$ cat src/rtl/issue_skid_reg.sv
// issue_skid_reg: LANES independent two-entry (main + skid) issue buffers.
// Each lane is a small FSM (EMPTY / ONE / TWO) with a saturating stall counter.
//
// Handshake: a transfer happens on a lane in any cycle where valid and ready
// are both high at the rising edge. in_ready depends only on the lane's state
// flop (never on out_ready), so no combinational path crosses the buffer.
// out_valid and out_data also come straight from flops.
module issue_skid_reg #(
  parameter int LANES  = 2,
  parameter int DATA_W = 64,
  parameter int CNT_W  = 16
) (
  input  logic                      clk,
  input  logic                      reset,
  input  logic [LANES-1:0]          in_valid,
  output logic [LANES-1:0]          in_ready,
  input  logic [LANES*DATA_W-1:0]   in_data,
  output logic [LANES-1:0]          out_valid,
  input  logic [LANES-1:0]          out_ready,
  output logic [LANES*DATA_W-1:0]   out_data,
  input  logic [LANES-1:0]          flush,
  input  logic                      clr_stats,
  output logic [LANES*CNT_W-1:0]    stall_cnt,
  // Lane i state at bits [2*i +: 2]: 0 = EMPTY, 1 = ONE, 2 = TWO.
  output logic [2*LANES-1:0]        dbg_state
);

  typedef enum logic [1:0] {
    ST_EMPTY = 2'd0,
    ST_ONE   = 2'd1,
    ST_TWO   = 2'd2
  } lane_state_e;

  localparam logic [CNT_W-1:0] CNT_MAX = {CNT_W{1'b1}};

  for (genvar i = 0; i < LANES; i++) begin : g_lane
    lane_state_e        state_q, state_d;
    logic [DATA_W-1:0]  main_q, main_d;
    logic [DATA_W-1:0]  skid_q, skid_d;
    logic [CNT_W-1:0]   cnt_q, cnt_d;
    logic               acc;
    logic               rel;
    logic [DATA_W-1:0]  din;

    assign din = in_data[i*DATA_W +: DATA_W];

    // Handshake decode; ready/valid come from the state flop only.
    assign in_ready[i]  = (state_q != ST_TWO);
    assign out_valid[i] = (state_q != ST_EMPTY);
    assign acc          = in_valid[i] & in_ready[i];
    assign rel          = out_valid[i] & out_ready[i];

    // Next-state and payload movement; flush wins over any handshake.
    always_comb begin
      state_d = state_q;
      main_d  = main_q;
      skid_d  = skid_q;
      case (state_q)
        ST_EMPTY: begin
          if (acc) begin
            state_d = ST_ONE;
            main_d  = din;
          end
        end
        ST_ONE: begin
          if (acc && rel) begin
            main_d = din;
          end else if (acc) begin
            state_d = ST_TWO;
            skid_d  = din;
          end else if (rel) begin
            state_d = ST_EMPTY;
            main_d  = '0;
          end
        end
        ST_TWO: begin
          if (rel) begin
            state_d = ST_ONE;
            main_d  = skid_q;
            skid_d  = '0;
          end
        end
        default: begin
          state_d = ST_EMPTY;
          main_d  = '0;
          skid_d  = '0;
        end
      endcase
      if (flush[i]) begin
        state_d = ST_EMPTY;
        main_d  = '0;
        skid_d  = '0;
      end
    end

    // Stall counter: count valid-but-not-ready cycles, saturate, clear wins.
    always_comb begin
      cnt_d = cnt_q;
      if (out_valid[i] && !out_ready[i] && (cnt_q != CNT_MAX)) begin
        cnt_d = cnt_q + 1'b1;
      end
      if (clr_stats) begin
        cnt_d = '0;
      end
    end

    // Lane state, payload and counter registers with synchronous reset.
    always_ff @(posedge clk) begin
      if (reset) begin
        state_q <= ST_EMPTY;
        main_q  <= '0;
        skid_q  <= '0;
        cnt_q   <= '0;
      end else begin
        state_q <= state_d;
        main_q  <= main_d;
        skid_q  <= skid_d;
        cnt_q   <= cnt_d;
      end
    end

    assign out_data[i*DATA_W +: DATA_W] = main_q;
    assign stall_cnt[i*CNT_W +: CNT_W]  = cnt_q;
    assign dbg_state[2*i +: 2]          = state_q;
  end

endmodule

$ cat config.mk
export PLATFORM = sky130hd
export DESIGN_NAME = issue_skid_reg
export DESIGN_NICKNAME = d
export VERILOG_FILES = /design/src/rtl/issue_skid_reg.sv
export SDC_FILE = /design/constraint.sdc
export NUM_CORES = 1
export LEC_CHECK = 0
export CAP_MARGIN = 40
export CORE_MARGIN = 5
export CORE_UTILIZATION = 40
export DETAILED_ROUTE_END_ITERATION = 10
export PLACE_DENSITY = 0.65
export SYNTH_ARGS = -nofsm -noshare
export SYNTH_HDL_FRONTEND = slang
export SYNTH_SLANG_ARGS = --single-unit
$ cat constraint.sdc
create_clock -name clk -period 3.9 [get_ports clk]
set_clock_uncertainty 0.05 [all_clocks]
set_input_delay 0.975 -clock clk [delete_from_list [all_inputs] [get_ports clk]]
set_output_delay 0.975 -clock clk [all_outputs]
set_load 0.01 [all_outputs]
==> run metrics, run 1 <==
status finished, final reports clean; Syn Nets 1,597; synthesized area per cell 8.788 sq um; reg-to-reg critical path endpoint g_lane[0].skid_q[55]; Setup TNS 0 ns; hold path cells 2; Final ANT Viol Nets 0; Logic pwr share 11.2%; port buffer count 304; fill count 2,905; DRC 0; GRT overflow 0; DRT iter0 DRCs 704; pin count of the biggest net entering global routing 51; Clk pin slew, worst setup/hold paths 0.06 ns; Worst-Margin Slew 0.6906 ns; Hold Startpoint g_lane[0].main_q[22]; core outline area 31,560 sq um; placement row count 65; Routed WL per cell 18.71 microns; Flop pwr share 43.6%; postcts setup bufs 0; hold_ws 0.3991 ns; Max clock buf depth 3; Netlist cell types 61; Final setup viols 0; Max Slew Vio Count 0; critical path peak fanout 18; crit path time final 3.020 ns; Reg area 5848 sq um; # resized after CTS 0; Nets 1,838; Clock Latency Late Sink 0.51 ns; Setup Crit Path Kind flip-flop to output pin; Cell Area, Placed 16,190 sq um; reg2reg start g_lane[0].state_q[0]; final instance count without filler cells 2,124; via count 11.74k; Num Clock Sinks 292; DIE AREA 35,710 sq um; CTS tree yes; most frequent cell after synthesis dfxtp_1; Detailed Place HPWL 26,370 microns; Leak 6.005 nW; Die X-Extent 189.0 microns; Synth Register Bits 292; hold path endpoint g_lane[0].main_q[22]; Starting Density 40.61%; Hold Path Class flip-flop to flip-flop; hold_buf cts 0; Critical Path Start Type flip-flop; first-pass GRT wire length 63,220 microns; clock power share 45.2%; top_reg_cell synth dfxtp_1; number of synthesized flops with an enable pin 0; Max-Cap Viols 0; P_int 0.005405 W; GR Util All Layers 21.16%; cells on worst reg2reg path 6; synthesized cell area 12,810 sq um; die height 189.0 microns; main area contributors after synthesis dfxtp_1 46%, a22oi_1 6.7%, mux2i_1 6.2%; DRT Pass-1 Iters 6; area of the multi-input gates 6160 sq um; CTS Buf Count 34; Net Sw Power 0.001656 W; vias in the first global route 11.35k; Syn-to-layout area delta 35.13%; Root Buffer clkbuf_16; Vias per Instance 5.529; initial antenna violation count 2; gpl congestion 0.7845; f_max 0.3311 GHz; worst reg-to-reg setup slack 1.37 ns; design area 17,320 sq um; final worst-path cycle share 77.45%; Synth top cells by count 292 x dfxtp_1, 204 x nor2_1, 115 x a22oi_1; H-tree levels 2; Seq/Total Area, Yosys 45.62%; Required @ worst endpoint 2.87 ns; Placed Instances 2,065; drt total wl 39,750 microns; Yosys warning count 0; Rel. slew slack 53.96%; peak supply drop 0.0002399 V; RSZ-0062 raised after global routing no; switching share of total power 23.45%; post-synth top area cell dfxtp_1; Synth top area share 45.62%; IO Count 305; Synth async-reset ratio 0%; Synth Instances 1,458; DP Worst Slack 0.6771 ns; final hold vios 0; layout cell share with drive strength beyond 1 6.508%; CP endpoint kind output pin; cell area power density 407.8 nW/um^2; CP Data Arrival Time 2.00 ns; slack of the critical path 0.8796 ns
-- routing by layer --
layer	track usage, %	share of wire (%)
met5	0	0.030
met4	5.633	2.3
met3	6.692	8.7
met2	33.82	45
met1	27.81	44
-- power by group through the flow --
stage	registers (W)	clock network, W	logic (W)
floorplan	0.00316	0	0.000378
global placement	0.00314	0	0.000784
detailed placement	0.00314	0	0.000792
CTS	0.00308	0.00328	0.000797
global route	0.00309	0.00340	0.000858
finish	0.00308	0.00319	0.000791
-- critical path, stage by stage (launching register included) --
cell,delay [ns]
dfxtp_2,0.60
buf_4,0.31
clkdlybuf4s50_1,0.58
-- final cells by class --
| cell class | count | share of cell area [%] |
|---|---|---|
| Sequential cell | 292 | 33.77 |
| Timing Repair Buffer | 342 | 19.80 |
| Antenna cell | 1 | 0.01445 |
| Tap cell | 402 | 2.905 |
| Inverter | 67 | 1.452 |
| Clock inverter | 6 | 0.4625 |
| Clock buffer | 52 | 6.019 |
| Multi-Input combinational cell | 962 | 35.57 |
-- worst max-delay path by stage --
stage / slack (ns) / from / to
3_3_place_gp: 0.72 / out_ready[1] / g_lane[1].main_q[55]
4_1_cts: 0.86 / g_lane[0].state_q[0] / in_ready[0]
2_1_floorplan: 1.58 / g_lane[0].state_q[0] / out_valid[0]
5_1_grt: 0.80 / g_lane[0].state_q[0] / in_ready[0]
3_5_place_dp: 0.68 / out_ready[1] / g_lane[1].main_q[57]
6_report: 0.88 / g_lane[0].state_q[1] / dbg_state[1]
-- cells in the final DEF (no fill, tap or decap), types with 4 or more instances in the layout --
master / n
clkdlybuf4s50_1: 304
dfxtp_1: 290
nor2_1: 204
a22oi_1: 115
and2_1: 95
nand2_1: 93
mux2i_1: 79
a21oi_1: 76
inv_1: 67
a222oi_1: 37
clkbuf_16: 37
o21ai_0: 35
a2bb2oi_1: 33
o32ai_1: 31
buf_4: 30
nor3b_1: 28
or3_1: 14
a32oi_1: 11
nand3_1: 9
a211oi_1: 9
clkbuf_1: 9
nand4_1: 8
buf_12: 8
a31oi_1: 7
and4_1: 6
clkbuf_8: 6
nor2b_1: 5
and3_1: 5
o31ai_1: 4
clkinv_2: 4
-- metrics by stage --
step / utilization, % / total power [W]
after CTS: 54.87 / 0.007155
after floorplan: - / 0.003534
final: 54.87 / 0.007061
after detailed placement: 51.31 / 0.003937
after global placement: 51.31 / 0.003928
after global routing: 54.87 / 0.007342
-- cell families after synthesis --
group	after synthesis	share of synthesized area (%)
muxes	81	6.347
and+or+nand+nor	489	18.57
DFF	292	45.62
buffers and inverters	204	6.699
adders and majority gates	2	0.1953
AOI/OAI and AO/OA	390	22.57
-- state kept, by name, summed over array words and instances (netlist names) --
register and flops:
g_lane.cnt_q 32, g_lane.main_q 128, g_lane.skid_q 128, g_lane.state_q 4
Note: power is estimated with default switching activity, not from simulation.
==> run 2, diff against run 1 <==
PLACE_DENSITY = 0.67   (was 0.65)
clock period = 2.5 ns   (was 3.9 ns; I/O delays follow)
==> run 2 against run 1 <==
- setup slack got worse by 0.82 ns
- die area did not move
- wire length fell by 0.64%
- critical endpoint is now dbg_state[0]
- global-route usage fell by 0.24 points
- via count rose by 2.2%
==> run metrics, run 2 (synthesis gave the netlist of run 1 again) <==
port buffer count 304 (unchanged); Critical Path Start Type flip-flop; DRC 0 (unchanged); switching share of total power 24.07% (+0.62 points); final hold vios 0 (unchanged); f_max 0.4106 GHz; Detailed Place HPWL 26,330 microns (-0.14%); cells on worst reg2reg path 4 (-2); commonest non-fill, non-tap cell in the layout clkdlybuf4s50_1; crit path time final 2.435 ns; reg2reg start g_lane[0].cnt_q[2]; GR met2 Demand/Resource 34.21% (+0.39 points); layout cell share with drive strength beyond 1 7.926% (+1.4 points); Max-Cap Viols 0 (unchanged); initial antenna violation count 5 (+3); most frequent cells in the layout 304 x clkdlybuf4s50_1, 288 x dfxtp_1, 204 x nor2_1; hold path cells 2 (unchanged); gr busiest metal met2; gpl congestion 0.8218 (+4.8%); GRT overflow 0 (unchanged); CP Data Arrival Time 1.76 ns (-0.24 ns); Final ANT Viol Nets 0 (unchanged); Root Buffer clkbuf_16; critical path peak fanout 28 (+10); status finished, final reports clean; Required @ worst endpoint 1.82 ns (-1.05 ns); top flop regs g_lane.main_q: 128 flops, g_lane.skid_q: 128 flops, g_lane.cnt_q: 32 flops; H-tree levels 1 (-1); Pwr Total 0.01078 W (+53%); Clock Latency Late Sink 0.55 ns (+0.04 ns); Worst-Margin Slew 0.5180 ns (-0.1726 ns); Worst Setup SP g_lane[0].state_q[0]; pin count of the biggest net entering global routing 65 (+27%); slack of the critical path 0.06452 ns (-0.8151 ns); DRT Pass-1 Iters 5 (-1); Syn-to-layout area delta 37.23%; Final setup viols 0 (unchanged); DIE AREA 35,710 sq um (unchanged); final worst-path cycle share 97.42%; Net Sw Power 0.002593 W (+57%); drt total wl 39,490 microns (-0.64%); postcts setup bufs 0 (unchanged); met1 Use GR 27.28% (-0.53 points); Die X-Extent 189.0 microns (unchanged); Max Slew Vio Count 0 (unchanged); DRT iter0 DRCs 777 (+10%); Max clock buf depth 3 (unchanged); Vias per Instance 5.596 (+1.2%); Hold Startpoint g_lane[0].main_q[19]; first-pass GRT wire length 63,160 microns (about the same); vias in the first global route 11.67k (+2.8%); placement row count 65 (unchanged); RSZ-0062 raised after global routing no; Flop pwr share 44.5% (+0.9 points); GR Util All Layers 20.93% (-0.24 points); IO Count 305 (unchanged); core outline area 31,560 sq um (unchanged); CTS Buf Count 31 (-8.8%); CTS tree yes; Routed WL per cell 18.41 microns (-1.6%); clock power share 43.4% (-1.8 points); via count 12.00k (+2.2%); Setup Crit Path Kind flip-flop to output pin; worst reg-to-reg setup slack 0.49 ns (-0.88 ns); die height 189.0 microns (unchanged); CP endpoint kind output pin; met3 usage 5.715% (-0.98 points); hold path endpoint g_lane[0].main_q[19]; Nets 1,857 (+1.0%); Setup TNS 0 ns (unchanged); Logic pwr share 12.0% (+0.8 points); DP Worst Slack -0.02807 ns (-0.7051 ns); Rel. slew slack 65.47% (+12 points); Clk pin slew, worst setup/hold paths 0.06 ns (about the same); peak supply drop 0.0005397 V (+120%); P_int 0.008182 W (+51%); Leak 6.136 nW (+2.2%); Hold Path Class flip-flop to flip-flop; Starting Density 40.61% (unchanged); reg-to-reg critical path endpoint g_lane[0].cnt_q[6]; cell area power density 612.8 nW/um^2 (+50%); Num Clock Sinks 292 (unchanged)
-- run 2: worst max-delay path by stage --
stage                                       to  slack [ns]  cells after the start
after floorplan                   out_valid[0]        0.53                      4
after global placement    g_lane[0].main_q[49]       0.006                      8
after detailed placement   g_lane[0].main_q[8]       -0.03                      8
after CTS                         dbg_state[1]       0.008                      2
after global routing              dbg_state[0]       0.007                      2
final                             dbg_state[0]        0.06                      2
-- run 2: power by group through the flow --
| stage | registers, W | clock network, W | logic [W] |
|---|---|---|---|
| 3_5_place_dp | 0.00490 | 0 | 0.00129 |
| 5_1_grt | 0.00481 | 0.00501 | 0.00140 |
| 3_3_place_gp | 0.00490 | 0 | 0.00128 |
| 6_report | 0.00480 | 0.00468 | 0.00130 |
| 4_1_cts | 0.00480 | 0.00478 | 0.00130 |
| 2_1_floorplan | 0.00492 | 0 | 0.000589 |
-- run 2: worst max-delay path, stage by stage (launching register included) --
cell and delay, ns:
dfxtp_2 0.35, buf_6 0.25, clkdlybuf4s50_1 0.59
-- run 2: final cells by class --
class                   instances  area, sq um
fillers                      2843        13970
multi-input cells             962         6160
flip-flops and latches        292         5856
repair buffers                364         3776
clock buffers                  39        835.8
well taps                     402        503.0
inverters                      67        251.5
clock inverters                17        197.7
diodes                          2        5.005
-- run 2: timing repair --
action / in CTS / in global routing
resized for setup: 4 / 2
endpoints found under the setup margin: 4 / 2
hold buffers: 0 / 0
-- run 2: metrics by stage --
step	utilization, %	std cells	hold slack (ns)	area [sq um]
2_1_floorplan	-	1458	0.3822	12810
3_3_place_gp	52.39	2087	0.3901	16530
3_5_place_dp	52.39	2087	0.3953	16530
4_1_cts	55.69	2143	0.4037	17570
5_1_grt	55.73	2145	0.4149	17580
6_report	55.73	2145	0.4027	17580
-- run 2: routing by layer --
metal | share of wire, % | vias up
met2 | 46 | 463
met5 | 0.084 | -
li1 | - | 5738
met4 | 2.9 | 4
met3 | 8.3 | 64
met1 | 43 | 5735
